`src/rtl/operand_stack.sv`:
```
// rtl/operand_stack.sv - register-file operand stack with push/pop/replace/dup/swap/tos and sticky errors
// One operation per cycle, chosen by fixed priority; refused ops only raise a sticky flag.
module operand_stack #(
  parameter int WIDTH = 8,
  parameter int DEPTH = 16
) (
  input  logic                       clk,
  input  logic                       rst,
  input  logic                       push,
  input  logic                       pop,
  input  logic                       tos,
  input  logic                       dup,
  input  logic                       swap,
  input  logic                       err_clr,
  input  logic [WIDTH-1:0]           din,
  output logic [WIDTH-1:0]           dout,
  output logic                       dout_valid,
  output logic [$clog2(DEPTH):0]     count,
  output logic                       stack_empty,
  output logic                       stack_full,
  output logic                       overflow,
  output logic                       underflow
);

  localparam int AW = $clog2(DEPTH);
  localparam int CW = AW + 1;
  localparam logic [CW-1:0] LP_DEPTH = CW'(DEPTH);
  localparam logic [CW-1:0] LP_ONE   = CW'(1);
  localparam logic [CW-1:0] LP_TWO   = CW'(2);

  logic [WIDTH-1:0] r_mem [DEPTH];
  logic [CW-1:0]    r_count;
  logic [WIDTH-1:0] r_dout;
  logic             r_dout_valid;
  logic             r_overflow;
  logic             r_underflow;

  logic             w_empty;
  logic             w_full;
  logic             w_ge2;
  logic [AW-1:0]    w_top_idx;
  logic [AW-1:0]    w_sec_idx;
  logic [AW-1:0]    w_cnt_idx;
  logic [WIDTH-1:0] w_top;
  logic [WIDTH-1:0] w_sec;

  logic             w_we0;
  logic [AW-1:0]    w_wa0;
  logic [WIDTH-1:0] w_wd0;
  logic             w_we1;
  logic [AW-1:0]    w_wa1;
  logic [WIDTH-1:0] w_wd1;
  logic [CW-1:0]    w_cnt_nxt;
  logic [WIDTH-1:0] w_dout_nxt;
  logic             w_dv_nxt;
  logic             w_ovf_set;
  logic             w_udf_set;

  assign w_empty   = (r_count == '0);
  assign w_full    = (r_count == LP_DEPTH);
  assign w_ge2     = (r_count >= LP_TWO);
  // Indices wrap harmlessly when count is too small; those reads are never used.
  assign w_top_idx = AW'(r_count - LP_ONE);
  assign w_sec_idx = AW'(r_count - LP_TWO);
  assign w_cnt_idx = AW'(r_count);
  assign w_top     = r_mem[w_top_idx];
  assign w_sec     = r_mem[w_sec_idx];

  always_comb begin
    w_we0      = 1'b0;
    w_wa0      = w_top_idx;
    w_wd0      = din;
    w_we1      = 1'b0;
    w_wa1      = w_sec_idx;
    w_wd1      = w_top;
    w_cnt_nxt  = r_count;
    w_dout_nxt = r_dout;
    w_dv_nxt   = 1'b0;
    w_ovf_set  = 1'b0;
    w_udf_set  = 1'b0;

    if (push && pop) begin
      // Replace: legal on a full stack, so only emptiness can refuse it.
      if (w_empty) begin
        w_udf_set = 1'b1;
      end else begin
        w_dout_nxt = w_top;
        w_dv_nxt   = 1'b1;
        w_we0      = 1'b1;
        w_wa0      = w_top_idx;
        w_wd0      = din;
      end
    end else if (push) begin
      if (w_full) begin
        w_ovf_set = 1'b1;
      end else begin
        w_we0     = 1'b1;
        w_wa0     = w_cnt_idx;
        w_wd0     = din;
        w_cnt_nxt = r_count + LP_ONE;
      end
    end else if (pop) begin
      if (w_empty) begin
        w_udf_set = 1'b1;
      end else begin
        w_dout_nxt = w_top;
        w_dv_nxt   = 1'b1;
        w_cnt_nxt  = r_count - LP_ONE;
      end
    end else if (dup) begin
      if (w_empty) begin
        w_udf_set = 1'b1;
      end else if (w_full) begin
        w_ovf_set = 1'b1;
      end else begin
        w_we0     = 1'b1;
        w_wa0     = w_cnt_idx;
        w_wd0     = w_top;
        w_cnt_nxt = r_count + LP_ONE;
      end
    end else if (swap) begin
      if (!w_ge2) begin
        w_udf_set = 1'b1;
      end else begin
        w_we0 = 1'b1;
        w_wa0 = w_top_idx;
        w_wd0 = w_sec;
        w_we1 = 1'b1;
        w_wa1 = w_sec_idx;
        w_wd1 = w_top;
      end
    end else if (tos) begin
      if (w_empty) begin
        w_udf_set = 1'b1;
      end else begin
        w_dout_nxt = w_top;
        w_dv_nxt   = 1'b1;
      end
    end
  end

  // Storage is deliberately not reset; an empty count hides stale entries.
  always_ff @(posedge clk) begin
    if (!rst && w_we0) r_mem[w_wa0] <= w_wd0;
    if (!rst && w_we1) r_mem[w_wa1] <= w_wd1;
  end

  always_ff @(posedge clk) begin
    if (rst) begin
      r_count      <= '0;
      r_dout       <= '0;
      r_dout_valid <= 1'b0;
      r_overflow   <= 1'b0;
      r_underflow  <= 1'b0;
    end else begin
      r_count      <= w_cnt_nxt;
      r_dout       <= w_dout_nxt;
      r_dout_valid <= w_dv_nxt;
      r_overflow   <= (r_overflow  & ~err_clr) | w_ovf_set;
      r_underflow  <= (r_underflow & ~err_clr) | w_udf_set;
    end
  end

  assign dout        = r_dout;
  assign dout_valid  = r_dout_valid;
  assign count       = r_count;
  assign stack_empty = (r_count == '0);
  assign stack_full  = (r_count == LP_DEPTH);
  assign overflow    = r_overflow;
  assign underflow   = r_underflow;

endmodule
```
`config.mk`:
```
export PLATFORM = sky130hd
export DESIGN_NAME = operand_stack
export DESIGN_NICKNAME = d
export VERILOG_FILES = /design/src/rtl/operand_stack.sv
export SDC_FILE = /design/constraint.sdc
export NUM_CORES = 1
export LEC_CHECK = 0
export ABC_CLOCK_PERIOD_IN_PS = 4720
export BUFFER_PORTS_ARGS = -buffer_cell sky130_fd_sc_hd__buf_2
export CAP_MARGIN = 15
export CORE_MARGIN = 8
export CORE_UTILIZATION = 40
export CTS_CLUSTER_DIAMETER = 200
export CTS_CLUSTER_SIZE = 20
export DETAILED_ROUTE_END_ITERATION = 10
export PLACE_DENSITY = 0.67
export SYNTH_ARGS = -nofsm -noshare
export SYNTH_HDL_FRONTEND = slang
export SYNTH_SLANG_ARGS = --single-unit
```
`constraint.sdc`:
```
create_clock -name clk -period 4.72 [get_ports clk]
set_input_delay 1.416 -clock clk [delete_from_list [all_inputs] [get_ports clk]]
set_output_delay 1.416 -clock clk [all_outputs]
set_load 0.1 [all_outputs]
```
---- After elaboration in Yosys (flattened, before gate mapping) ----
Memory sizes are Yosys's and may differ from the RTL's.
Cells that the tools add are included.
storage, ports and cells
  bits in registers ....................... 16
  logic and storage cells ................. 94
  memory bits (writable) .................. 128
  memories ................................ 1
memory list
  memory  depth  width  read ports  clocked after memory_dff  write ports  line  source
  r_mem   16     8      2           0                         2            31    logic [WIDTH-1:0] r_mem [DEPTH];
operators by class
  multiplexer cells ....................... 64
  reduce and logical (&&, ||, !) cells .... 9
  $add $sub $neg .......................... 3
  equality and inequality tests ........... 5
  $lt $le $gt $ge ......................... 1
  bitwise gates (word level) .............. 6
operators by type and width
  operator                                                           number
  2-to-1 mux 8 bit                                                   15
  2-to-1 mux 1 bit                                                   37
  2-to-1 mux 5 bit                                                   6
  2-to-1 mux 4 bit                                                   6
  != test 3 x 2 -> 1 bit, second input constant                      2
  nonzero test 3 bit                                                 2
  adder 5 x 1 -> 5 bit, second input constant                        1
  equality test 5 bit, second input constant                         1
  greater-or-equal comparator 5 x 2 -> 1 bit, second input constant  1
  logical NOT 5 bit                                                  1
  subtractor 5 x 1 -> 5 bit, second input constant                   1
  AND reduction 4 bit                                                1
  subtractor 4 x 2 -> 4 bit, second input constant                   1
  logical AND 1 bit                                                  3
  AND reduction 3 bit                                                1
  bitwise AND 1 bit                                                  2
  != test 2 x 1 -> 1 bit, second input constant                      1
  != test 2 bit, second input constant                               1
  inverter 1 bit                                                     2
  bitwise OR 1 bit                                                   2
  logical NOT 1 bit                                                  1

---- Depth between registers and ports, before layout ----
Gate-level depths: netlist of the first run.
  word-level depth ........................ 10
  mapped depth ............................ 12

---- Worst setup path before layout of the first run ----
No wires, ideal clock.
  path type ............................... reg2reg
  start ................................... reg r_count[1] (netlist: count[1])
  end ..................................... mem r_mem[14][0] (enable)
  buffers on the path ..................... 2
  setup time .............................. 376 ps
  slack ................................... 257 ps
  cell stages (with the launch flop) ...... 10
  clock period less this slack ............ 4463 ps
  arrival ................................. 4086 ps
  cells stage by stage .................... dfxtp_1 -> buf_4 -> clkbuf_1 -> inv_1 -> ha_1 -> nor4b_4 -> a211oi_2 -> o21ai_0 -> a32oi_1 -> o22ai_1
RTL lines
  element                   line  source
  start: declaration        32    logic [CW-1:0] r_count;
  start signal: assignment  156   r_count <= w_cnt_nxt;
  end: declaration          31

---- Final worst setup path of the first run ----
  start ................................... reg r_count[0] (netlist: count[0])
  end ..................................... out stack_empty
on the way
  longest elaborated chain between the ends .. 1
RTL lines
  element            line  source
  logical NOT 5 bit  167   assign stack_empty = (r_count == '0);
  end: declaration   19    output logic stack_empty,
No other way between the ends.

==> results of run 1 <==
path summary, 6_finish.rpt:
kind / cells past startpoint / slack [ps] / end
min: 2 / 490 / underflow
min reg2reg: 2 / 490 / underflow
max: 4 / 940 / stack_empty
max reg2reg: 7 / 1230 / r_mem[9][0]
worst min-delay path: cells and delay by family (launching register included):
family | cells | cell delay [ps]
DFF | 1 | 300
and+or+nand+nor | 1 | 60
AOI/OAI and AO/OA | 1 | 70
cell families (layout without fill, tap and decap cells):
logic type / Yosys count / in the layout / synth area share
AND/OR/NAND/NOR: 207 / 207 / 0.09670
AO/OA/AOI/OAI: 213 / 213 / 0.1629
multiplexers: 136 / 136 / 0.2324
adder cells (fa/ha/maj): 8 / 8 / 0.01061
buffers and inverters: 68 / 105 / 0.04788
flip-flops: 144 / 144 / 0.4414
XOR/XNOR: 7 / 7 / 0.008093
Yosys cell counts (all sizes together), types with 7 or more instances:
master  instances  area share
a21oi          20       0.011
a22oi         129        0.10
buf            46       0.039
clkbuf         13      0.0052
dfxtp          16       0.034
edfxtp        128        0.41
ha              8       0.011
inv             9      0.0036
mux2i          80       0.099
mux4           56        0.13
nand2         146       0.058
nand3           7      0.0037
nor2           20      0.0080
nor2b           8      0.0053
nor3            9      0.0053
o21ai          24       0.013
o22ai          17       0.011
registers in the layout (all words and copies together) (netlist names):
| name | count |
|---|---|
| underflow | 1 |
| r_mem | 128 |
| overflow | 1 |
| dout | 8 |
| dout_valid | 1 |
| count | 5 |
report_power, final:
group | total, mW | switching, mW | internal, mW
Clock | 1.35 | 0.546 | 0.807
Sequential | 1.60 | 0.0584 | 1.54
Combinational | 3.42 | 2.35 | 1.07
Total | 6.37 | 2.95 | 3.42
metrics by stage:
| step | instance area, um^2 | hold WS, ps |
|---|---|---|
| floorplan | 9433 | 927.1 |
| global placement | 9837 | 468.2 |
| detailed placement | 9837 | 479.8 |
| CTS | 10430 | 495.7 |
| global route | 10430 | 520.9 |
| finish | 10430 | 491.5 |
metal layers:
metal,share of wire,vias up
met4,0.032,0
met3,0.11,63
met5,0,-
li1,-,3153
met1,0.40,3544
met2,0.46,461
area by class of cell:
| cell class | instances | area [um^2] |
|---|---|---|
| fillers | 2112 | 12900 |
| multi-input cells | 571 | 4825 |
| flip-flops and latches | 144 | 4169 |
| clock buffers | 20 | 456.7 |
| repair buffers | 64 | 410.4 |
| well taps | 319 | 399.1 |
| clock inverters | 12 | 135.1 |
| inverters | 9 | 33.78 |
placed cells by master (no fill, tap or decap), types with 16 or more instances in the layout:
| cell type | netlist | final |
|---|---|---|
| buf_4 | 9 | 30 |
| a22oi_1 | 129 | 129 |
| a21oi_1 | 20 | 20 |
| buf_2 | 22 | 33 |
| nand2_1 | 146 | 146 |
| edfxtp_1 | 128 | 128 |
| o21ai_1 | 16 | 16 |
| nor2_1 | 20 | 20 |
| clkbuf_16 | 0 | 17 |
| o22ai_1 | 17 | 17 |
| mux2i_1 | 64 | 64 |
| mux4_2 | 56 | 56 |
==> results.md, run 1 <==
- Walking the worst path, the cells encountered are inv_1 > ha_1 > nor4b_4 > buf_2.
- In the global route stage, met3 resource usage came out at 0.04303.
- The initial antenna violation count is 0.
- The count of nets left with antenna violations once routing finished came out at 0.
- Counting flops with an async set or reset pin after synthesis yields a share of 0.
- The most used flip-flop cell after synthesis is edfxtp_1.
- The number of vias per cell after detailed routing is 6.340.
- The synthesized design contains 144 register bits.
- In this run the static leakage power is 3.648 nW.
- On the worst path, the slowest cell contributes a delay of 550 ps.
- The total number of placement rows is 56.
- In the global route stage, met1 resource usage came out at 0.2753.
- The global router's overall resource usage is 0.2074.
- Of the synthesized area, sequential elements account for 0.4414.
- The worst slack at placement is 565.6 ps.
- The number of nets handed over by synthesis was 807.
- In this run the most critical hold path is launched from underflow.
- The final number of hold-violating endpoints came to 0.
- The number of buffers on the longest clock path is 2.
- The buffers plus inverters on the worst setup path is 2.
- The count of flip-flops with a built-in enable after synthesis is 128.
- In the final timing run, aggregate negative setup slack is 0 ps.
- The launch point of the worst path is count[0].
- Summing every instance area after synthesis gives 9433 um^2.
- The synthesized netlist cell count is 783.
- Overall power consumption after layout is estimated at 6.371 mW.
- For the pin with the worst max-slew slack, the measured transition is 1037 ps.
- The die covers 28750 um^2.
- The kind of end point of the critical path is an output port.
- The count of H-tree levels built during CTS is 4.
- Of the available clock period, the critical path in the final layout requires 0.8013.
- Setup repair after global routing left no endpoint under its margin.
- For this block, the routed nets add up to 29190 um of wire.
- The root buffer cell chosen for the clock tree is clkbuf_16.
- In this run the critical register-to-register path is launched from count[0].
- The average detailed-routed wire length per instance is 25.63 um.
- The via count of the first global-routing pass is 6950.
- Yosys mapped the design onto 58 distinct sky130hd cell types.
- The congestion estimate from routability-driven global placement came to 0.9420.
- The clock-pin slew reported for the worst setup and hold paths after clock tree synthesis is 60 ps.
- The die is 169.6 um tall.
- The I/O pin count is 34.
- In the global route stage, met2 resource usage came out at 0.3254.
- The clock latency on the worst-skew pair is 430 ps.
- The worst-case IR drop observed on VDD is 0.3948 mV.
- The class of the tightest hold or removal check is flop to flop.
- The max-slew violation count is 0.
- The first-pass GRT wire length is 43810 um.
- The critical-path maximum fanout is 10.
- Once layout is complete, the utilization of the core stands at 0.4470.
- In this run the tightest slew margin relative to its limit is 0.3086.
- TritonCTS built the clock tree.
- The count of placed standard cells including taps is 1107.
- The layout cell share with drive strength beyond 1 is 0.2293.
- After the last flow step, the layout net total stands at 831.
- The cts-stage hold buffer count is 0.
- The post-CTS repair timing setup buffer count is 0.
- The core outline area is 23330 um^2.
- The maximum number of pins on one net before global-route repair is 90.
- For this configuration, the core starts out at a cell density of 0.4043.
- Buffers inserted during clock tree synthesis total 17.
- For this run, design rule violations remaining after detail routing come to 0.
- Yosys printed 0 warnings.
- Measured along the x axis, the die boundary spans 169.6 um.
- The number of vias after detailed routing is 7221.
- Once routing completed, OpenROAD measured the worst setup slack at 937.8 ps.
- The startpoint type of the worst setup path is a flop.
- Setup violations remaining at the end of the flow were counted as 0.
- At the worst endpoint, the required time is 3300 ps.
- Once layout is complete, the cells apart from fillers number 1139.
- From synthesis to final layout, the design area changed by 10.56%.
- The count of routing violations after the opening detailed-route iteration is 1111.
- The worst setup path is of the flop to output port kind.
- The reported max-cap violation count is 0.
- In this run, post-CTS repair resized a total of 0 instances.
- For this design, the slowest cell found on the critical path is nor4b_4.
- Counting I/O delays and the setup requirement, the final critical path takes 3782 ps.
- 0 antenna diodes ended up in the layout.
- Port buffering added 33 buffers.
- Power spread over the standard cell area amounts to 610.9 nW/um^2.
- The number of iterations in the first detailed-routing pass is 5.
- The remaining global-route overflow is 0.
- The average cell area after synthesis is 12.05 um^2.
- The data arrival time of the critical path is 2370 ps.
- The worst-case clock skew is 6.815 ps.
- The layer flagged by global routing as most heavily used is met2.
- Static timing analysis puts the maximum clock frequency at 0.2644 GHz.
- The wire-length estimate of the detail-placed layout is 19600 um.
- Among cell families on the critical path, the largest total delay comes from buffers and inverters.
- The flow ran to the end, and the final reports show no timing, DRC or antenna violations.
- The number of sinks driven by the clock tree is 144.
Note: power is estimated with default switching activity, not from simulation.
==> inputs of run 2 (changes only) <==
--- a/config.mk
+++ b/config.mk
@@ -5,7 +5,8 @@
 export SDC_FILE = /design/constraint.sdc
 export NUM_CORES = 1
 export LEC_CHECK = 0
-export ABC_CLOCK_PERIOD_IN_PS = 4720
+export ABC_AREA = 1
+export ABC_CLOCK_PERIOD_IN_PS = 3280
 export BUFFER_PORTS_ARGS = -buffer_cell sky130_fd_sc_hd__buf_2
 export CAP_MARGIN = 15
 export CORE_MARGIN = 8
@@ -13,7 +14,7 @@
 export CTS_CLUSTER_DIAMETER = 200
 export CTS_CLUSTER_SIZE = 20
 export DETAILED_ROUTE_END_ITERATION = 10
-export PLACE_DENSITY = 0.67
+export PLACE_DENSITY = 0.68
 export SYNTH_ARGS = -nofsm -noshare
 export SYNTH_HDL_FRONTEND = slang
 export SYNTH_SLANG_ARGS = --single-unit
==> constraint.sdc (replaced) <==
create_clock -name clk -period 3.28 [get_ports clk]
set_input_delay 0.984 -clock clk [delete_from_list [all_inputs] [get_ports clk]]
set_output_delay 0.984 -clock clk [all_outputs]
set_load 0.1 [all_outputs]
==> run 2 against run 1 <==
  * Critical path type unchanged
  * Worst setup slack got worse by 570 ps
  * Via count is 36% higher
  * Clock power increased by 45%
  * Utilization down 0.34 points
  * Highest routed layer unchanged
  * Largest cell class unchanged
  * Synthesized cell count increased by 93%
  * Die area increased by 9.1%
  * Sequential cell count did not move
==> results.md, run 2 <==
- The run finished with clean final reports.
- The count of placed standard cells including taps is 1853 (+67%).
- The first-pass GRT wire length was 50890 um (+16%).
- The count of flip-flops with a built-in enable after synthesis came to 128 (unchanged).
- The worst stage delay on the critical path is 580 ps (+30 ps).
- The category of cells accounting for the largest share of critical-path delay is buffers and inverters.
- The starting density of the core is 0.4030 (-0.001288).
- The Yosys warning count is 0 (unchanged).
- The relative contribution of the clock network to total power is 0.214 (+0.002).
- The DRC violation count after routing was 0 (unchanged).
- The average cell area after synthesis is 6.858 um^2 (-43%).
- The number of cells on the critical path is 2 (-2).
- The synthesized netlist cell count is 1514 (+93%).
- The total number of placement rows was 59 (+5.4%).
- The net count reported at finish is 1561 (+88%).
- The via count of the first global-routing pass came to 9327 (+34%).
- The most common cell in the netlist is nand2_1.
- The clock-pin slew reported for the worst setup and hold paths after clock tree synthesis is 60 ps (about the same).
- The cell area reported after detailed placement was 10840 um^2 (+10%).
- The number of buffers on the longest clock path is 2 (unchanged).
- The standby leakage power was 5.670 nW (+55%).
- The type of the worst setup path is flop to output port.
- The number of cells traversed by the worst hold path is 2 (unchanged).
- The part of the total power dissipated in sequential elements came to 0.248 (-0.002).
- The number of iterations in the first detailed-routing pass is 6 (+1).
- The HPWL reported at the end of detailed placement is 22390 um (+14%).
- The remaining antenna violation count after routing was 0 (unchanged).
- The flip-flop count of the largest register, all copies and words added is 128 (unchanged).
- The length in cells of the worst reg-to-reg path is 10 (+3).
- The switching share of total power is 0.5165 (+0.05276).
- Leaving out fill and tap cells, the most frequent cell in the layout is nand2_1.
- The filler-free cell count of the finished design is 1885 (+65%).
- The core outline area came to 25760 um^2 (+10%).
- The post-CTS repair timing setup buffer count is 0 (unchanged).
- The initial antenna violation count was 0 (unchanged).
- The startpoint of the most critical hold path is overflow.
- The fraction of synthesis flops using an asynchronous set or reset pin came to 0 (unchanged).
- The vertical die dimension is 177.1 um (+4.4%).
- The worst-case clock skew came to 8.379 ps (+1.564 ps).
- The reported max-cap violation count is 0 (unchanged).
- The final number of hold-violating endpoints was 0 (unchanged).
- The cts-stage hold buffer count is 0 (unchanged).
- The power per cell area came to 800.3 nW/um^2 (+31%).
- The sequential-to-total area share from yosys stat is 0.4011 (-0.04038).
- The register-to-register path setup slack is 450 ps (-780 ps).
- The total setup violations reported at the end of the flow is 0 (unchanged).
- The die extent in x is 177.1 um (+4.4%).
- The placer congestion estimate is 0.9796 (+4.0%).
- For hold timing, the worst endpoint is overflow.
- The number of sinks driven by the clock tree came to 144 (unchanged).
- The upper clock frequency limit is 0.3429 GHz.
- The growth of design area from synthesis to finish is 10.08%.
- Setup repair after global routing left no endpoint under its margin.
- The count of buffers inserted at the top-level ports came to 33 (unchanged).
- The most used flip-flop cell after synthesis is edfxtp_1.
- The max-slew violation count is 0 (unchanged).
- The critical register-to-register path startpoint is count[1].
- The number of flip-flops and latches in the synthesized netlist came to 144 (unchanged).
- The I/O pin count is 34 (unchanged).
- The final wirelength was 33150 um (+14%).
- The register containing the most flip-flops in the final layout is r_mem.
- The count of routing violations after the opening detailed-route iteration was 1096 (-1.4%).
- The number of vias after detailed routing is 9842 (+36%).
- The data arrival time of the critical path is 1930 ps (-440 ps).
- Summed over all instances, the cell type with the most area after synthesis is edfxtp_1.
- The count of H-tree levels built during CTS is 4 (unchanged).
- TritonCTS built the clock tree.
- The worst setup path is captured at an output port.
- The number of buffers created by CTS is 17 (unchanged).
- In this run the critical register-to-register path is captured at r_mem[5][2].
- The ratio of final minimum period to clock period is 0.8892.
- Counting instances in the post-synthesis netlist gives the leading cell types as nand2_1, nand3_1, inv_1.
- The total inserted antenna cells was 0 (unchanged).
- The net switching power is 4.724 mW (+60%).
- The count of instances resized after the clock tree is built is 0 (unchanged).
- The post-synth net total is 1538 (+91%).
- The critical-path maximum fanout is 75 (+65).
- The clock latency on the worst-skew pair is 430 ps (about the same).
- The tightest min-delay check is of the flop to flop type.
- The internal cell power is 4.422 mW (+29%).
- The die area was 31370 um^2 (+9.1%).
- The combinational share of power is 0.538 (about the same).
- The number of vias per cell after detailed routing was 5.221 (-18%).
- The cell at the slowest stage of the critical path is buf_4.
- The critical path goes through buf_4 > buf_2.
- The CTS root buffer is clkbuf_16.
- The remaining global-route overflow is 0 (unchanged).
- The final instance area came to 11430 um^2 (+9.6%).
- The minimum clock period after layout is 2916 ps.
- The actual transition at the worst max-transition pin was 732.3 ps (-304.8 ps).
- The share of the synthesized area in the top cell type is 0.3702 (-0.03727).
- The layout cell share with drive strength beyond 1 is 0.1406 (-0.08862).
- The area of the mapped netlist is 10380 um^2 (+10%).
- The buffers plus inverters on the worst setup path came to 2 (unchanged).
- The top cell types in the final layout, fill and taps aside, are nand2_1, nand3_1, inv_1.
- The global router's overall resource usage is 0.2111 (+0.003764).
- By area the synthesized netlist is led by edfxtp_1, nand2_1, nand3_1.
- The worst slew margin relative to its limit is 0.5118 (+0.2032).
- The worst setup path is launched from a flop.
- The peak supply drop is 0.5272 mV (+34%).
- The count of fill cells added during filler insertion was 2597 (+23%).
- The worst endpoint required time came to 2300 ps (-1000 ps).
- The count of cell types in the netlist is 32 (-45%).
- The maximum number of pins on one net before global-route repair is 76 (-16%).
- The average detailed-routed wire length per instance came to 17.59 um (-31%).
- The setup TNS is 0 ps (unchanged).
==> run 2: changes by cell type after synthesis, moves of 16 or more <==
cell	previous run	this run
nand2_2	0	35
mux2i_1	64	0
a22oi_1	129	1
inv_2	1	33
o22ai_1	17	0
nand3_1	7	187
nand2_1	146	766
inv_1	8	161
o21ai_1	16	0
nor2_4	0	20
mux4_2	56	0
==> run 2: worst register-to-register path: cells and delay by family (launching register included) <==
kind / cells / cell delay [ps]
buffers and inverters: 1 / 420
DFF: 1 / 330
adders and majority gates: 1 / 300
and+or+nand+nor: 8 / 1450
==> run 2: per-layer routing <==
layer  track usage  part of all wire  vias to the layer above
met5             0                 0                        -
met4        0.1068             0.040                        0
met3       0.03584             0.080                       90
met2        0.3413              0.47                      473
met1        0.2682              0.41                     4511
li1              -                 -                     4768
==> run 2: logic make-up (layout without fill, tap and decap cells) <==
family / count (synthesis) / after routing / share of synthesized area
AND/OR/NAND/NOR: 1040 / 1040 / 0.4353
flip-flops: 144 / 144 / 0.4011
buffers and inverters: 261 / 297 / 0.1106
AO/OA/AOI/OAI: 56 / 56 / 0.03374
adder cells (fa/ha/maj): 8 / 8 / 0.009641
XOR/XNOR: 5 / 5 / 0.009641
==> run 2: power by group through the flow <==
| stage | Combinational (mW) | Clock [mW] | Sequential [mW] |
|---|---|---|---|
| 2_1_floorplan | 2.91 | 0 | 2.61 |
| 3_3_place_gp | 4.78 | 0 | 2.30 |
| 3_5_place_dp | 4.80 | 0 | 2.31 |
| 4_1_cts | 4.81 | 1.97 | 2.27 |
| 5_1_grt | 5.20 | 2.05 | 2.28 |
| 6_report | 4.92 | 1.96 | 2.27 |
==> run 2: final cells by class <==
type,instances,area (um^2),area share
Tap cell,335,419.2,0.03668
Timing Repair Buffer,71,450.4,0.03941
Multi-Input combinational cell,1109,5075,0.4441
Inverter,194,729.5,0.06383
Sequential cell,144,4169,0.3648
Clock inverter,14,156.4,0.01369
Clock buffer,18,429.2,0.03755
==> run 2: worst max-delay path by stage <==
| stage | startpoint | end | slack, ps |
|---|---|---|---|
| 2_1_floorplan | count[1] | r_mem[4][0] | 50 |
| 3_3_place_gp | push | r_mem[13][6] | 230 |
| 3_5_place_dp | push | r_mem[5][4] | 200 |
| 4_1_cts | count[0] | count[0] | 350 |
| 5_1_grt | count[0] | count[0] | 280 |
| 6_report | count[0] | count[0] | 360 |
==> run 2: through the flow <==
stage | util | hold slack (ps) | worst slack, ps | total power, mW
CTS | 0.4436 | 519.0 | 348.5 | 9.052
global placement | 0.4209 | 489.4 | 228.8 | 7.084
global route | 0.4436 | 557.7 | 280.2 | 9.530
floorplan | - | 783.8 | 46.35 | 5.522
finish | 0.4436 | 519.1 | 363.6 | 9.146
detailed placement | 0.4209 | 503.6 | 204.6 | 7.110
==> inputs of run 3 (changes only) <==
--- a/config.mk
+++ b/config.mk
@@ -15,6 +15,7 @@
 export CTS_CLUSTER_SIZE = 20
 export DETAILED_ROUTE_END_ITERATION = 10
 export PLACE_DENSITY = 0.68
+export REMOVE_ABC_BUFFERS = 1
 export SYNTH_ARGS = -nofsm -noshare
 export SYNTH_HDL_FRONTEND = slang
 export SYNTH_SLANG_ARGS = --single-unit
==> run 3 against run 2 <==
  * Total power is 1.8% higher
  * Register-to-register slack worse by 200 ps
  * Sequential power hardly changed
  * Cell count is 0.11% lower
  * Sequential share of layout area hardly changed
  * Critical path depth is 10 higher
==> results.md, run 3 (same netlist as run 2, synthesis figures left out) <==
- The run finished with clean final reports.
- The library cell used most frequently in the layout, excluding fill and tap cells, is nand2_1.
- The remaining antenna violation count after routing is 0 (unchanged).
- The first-pass GRT wire length is 51430 um (+1.0%).
- The core outline area was 25760 um^2 (unchanged).
- The starting density of the core was 0.4030 (unchanged).
- The initial antenna violation count was 0 (unchanged).
- The upper clock frequency limit is 0.3299 GHz (-3.8%).
- The global router's overall resource usage is 0.2137 (+0.002605).
- The net count reported at finish is 1559 (-0.13%).
- The worst endpoint required time is 3460 ps (+1160 ps).
- The kind of end point of the critical path is a flop.
- The layout cell share with drive strength beyond 1 was 0.1382 (-0.002402).
- The setup TNS came to 0 ps (unchanged).
- Routed signal wires occupy layers up through met4.
- The total setup violations reported at the end of the flow was 0 (unchanged).
- The combinational share of power is 0.547 (+0.009).
- The max-slew violation count was 0 (unchanged).
- The relative contribution of the clock network to total power is 0.210 (-0.004).
- The number of vias after detailed routing is 9836 (-0.061%).
- The die extent in x is 177.1 um (unchanged).
- The class of the tightest hold or removal check is flop to flop.
- The HPWL reported at the end of detailed placement is 23490 um (+4.9%).
- The number of buffers created by CTS is 17 (unchanged).
- The data arrival time of the critical path is 3210 ps (+1280 ps).
- The die area is 31370 um^2 (unchanged).
- The average detailed-routed wire length per instance is 17.84 um (+1.4%).
- The register containing the most flip-flops in the final layout is r_mem.
- The multi-input logic area came to 5070 um^2 (about the same).
- The count of instances resized after the clock tree is built is 0 (unchanged).
- The minimum clock period after layout was 3031 ps (+114.6 ps).
- The sum of routed wire segments on met1 is 13520 um (-1.6%).
- The internal cell power is 4.504 mW (+1.8%).
- The worst-case clock skew is 10.57 ps (+2.195 ps).
- The via count of the first global-routing pass is 9279 (-0.51%).
- The critical-path maximum fanout was 19 (-75%).
- The reported max-cap violation count was 0 (unchanged).
- The peak supply drop is 0.6121 mV (+16%).
- The count of fill cells added during filler insertion is 2591 (-0.23%).
- The I/O pin count is 34 (unchanged).
- The count of buffers inserted at the top-level ports is 33 (unchanged).
- The smallest setup slack after layout came to 249.0 ps (-114.6 ps).
- The total number of placement rows was 59 (unchanged).
- The total inserted antenna cells is 0 (unchanged).
- The final number of hold-violating endpoints is 0 (unchanged).
- The switching share of total power is 0.5165 (about the same).
- The amount of wire on met3 after detailed routing is 3262 um (+24%).
- The worst slack at placement is 137.0 ps (-67.55 ps).
- The vertical die dimension is 177.1 um (unchanged).
- The post-CTS repair timing setup buffer count was 0 (unchanged).
- STA classifies the critical path startpoint as a flop.
- The CTS tree is built.
- The flip-flop count of the largest register, all copies and words added is 128 (unchanged).
- The number of vias per cell after detailed routing was 5.224 (about the same).
- The ratio of final minimum period to clock period is 0.9241 (+0.03493).
- By startpoint and endpoint, the worst setup path is classified as flop to flop.
- The power per cell area is 816.4 nW/um^2 (+2.0%).
- The number of buffers on the longest clock path is 2 (unchanged).
- The DRC violation count after routing is 0 (unchanged).
- The remaining global-route overflow came to 0 (unchanged).
- The combined flip-flop and latch cell area is 4168 um^2 (about the same).
- The clock-pin slew reported for the worst setup and hold paths after clock tree synthesis is 60 ps (about the same).
- The maximum number of pins on one net before global-route repair is 73 (-3.9%).
- The tree is rooted in a clkbuf_16.
- The number of iterations in the first detailed-routing pass is 6 (unchanged).
- The placer congestion estimate is 0.9597 (-2.0%).
- The count of H-tree levels built during CTS was 4 (unchanged).
- The final wirelength is 33590 um (+1.3%).
- The clock latency on the worst-skew pair is 430 ps (about the same).
- Setup repair after global routing left no endpoint under its margin.
- The part of the total power dissipated in sequential elements was 0.243 (-0.005).
- The number of sinks driven by the clock tree is 144 (unchanged).
- The final total power was 9.315 mW (+1.8%).
- The cell area reported after detailed placement came to 10820 um^2 (-0.20%).
- The cts-stage hold buffer count is 0 (unchanged).
- Relative to the synthesized area, the layout overhead comes to 9.894%.
- The worst slew margin relative to its limit came to 0.5148 (+0.003002).
- The final instance area came to 11410 um^2 (-0.16%).
- The routed wire length on met2 is 15470 um (about the same).
- The standby leakage power came to 5.652 nW (-0.32%).
- The library cells used most frequently in the layout, excluding fill and tap cells, are nand2_1, nand3_1, inv_1.
- The net switching power is 4.811 mW (+1.8%).
- The count of routing violations after the opening detailed-route iteration is 1009 (-7.9%).
- The actual transition at the worst max-transition pin came to 727.8 ps (-4.503 ps).
-- run 3: path summary, 6_finish.rpt --
kind | slack, ps | end | depth (start not counted) | start
setup / recovery | 250 | r_mem[10][0] | 12 | count[1]
hold / removal | 520 | overflow | 2 | overflow
setup reg to reg | 250 | r_mem[10][0] | 12 | count[1]
hold reg to reg | 520 | overflow | 2 | overflow
-- run 3: cell type report --
class / count / share of cell area
flip-flops and latches: 144 / 0.3653
clock inverters: 10 / 0.008992
multi-input cells: 1109 / 0.4443
inverters: 194 / 0.06393
well taps: 335 / 0.03674
clock buffers: 22 / 0.04255
repair buffers: 69 / 0.03816
-- run 3: power groups by stage --
stage                     clock [mW]  sequential, mW  combinational (mW)
after global placement             0            2.30                4.93
after global routing            2.03            2.28                5.34
after CTS                       1.96            2.26                4.98
after detailed placement           0            2.30                4.96
after floorplan                    0            2.72                2.56
final                           1.95            2.26                5.10
-- run 3: per-layer routing --
layer,up-vias,global-route usage
li1,4767,-
met1,4464,0.2702
met2,517,0.3462
met3,88,0.04630
met4,0,0.09352
met5,-,0
-- run 3: metrics by stage --
stage / instances / hold WS (ps) / util
5_1_grt: 1883 / 567.8 / 0.4429
2_1_floorplan: 1447 / 846.3 / -
3_3_place_gp: 1851 / 507.3 / 0.4200
6_report: 1883 / 523.9 / 0.4429
4_1_cts: 1883 / 527.7 / 0.4429
3_5_place_dp: 1851 / 511.9 / 0.4200
-- run 3: worst max-delay path: stages (launching register included) --
cell	delay, ps
dfxtp_1	330
inv_2	120
buf_4	290
ha_1	320
xnor2_4	140
buf_4	260
nand3_1	150
nand3_1	250
nand2_2	240
nand2_2	140
nand3_4	290
nand2_1	170
nand2_1	70
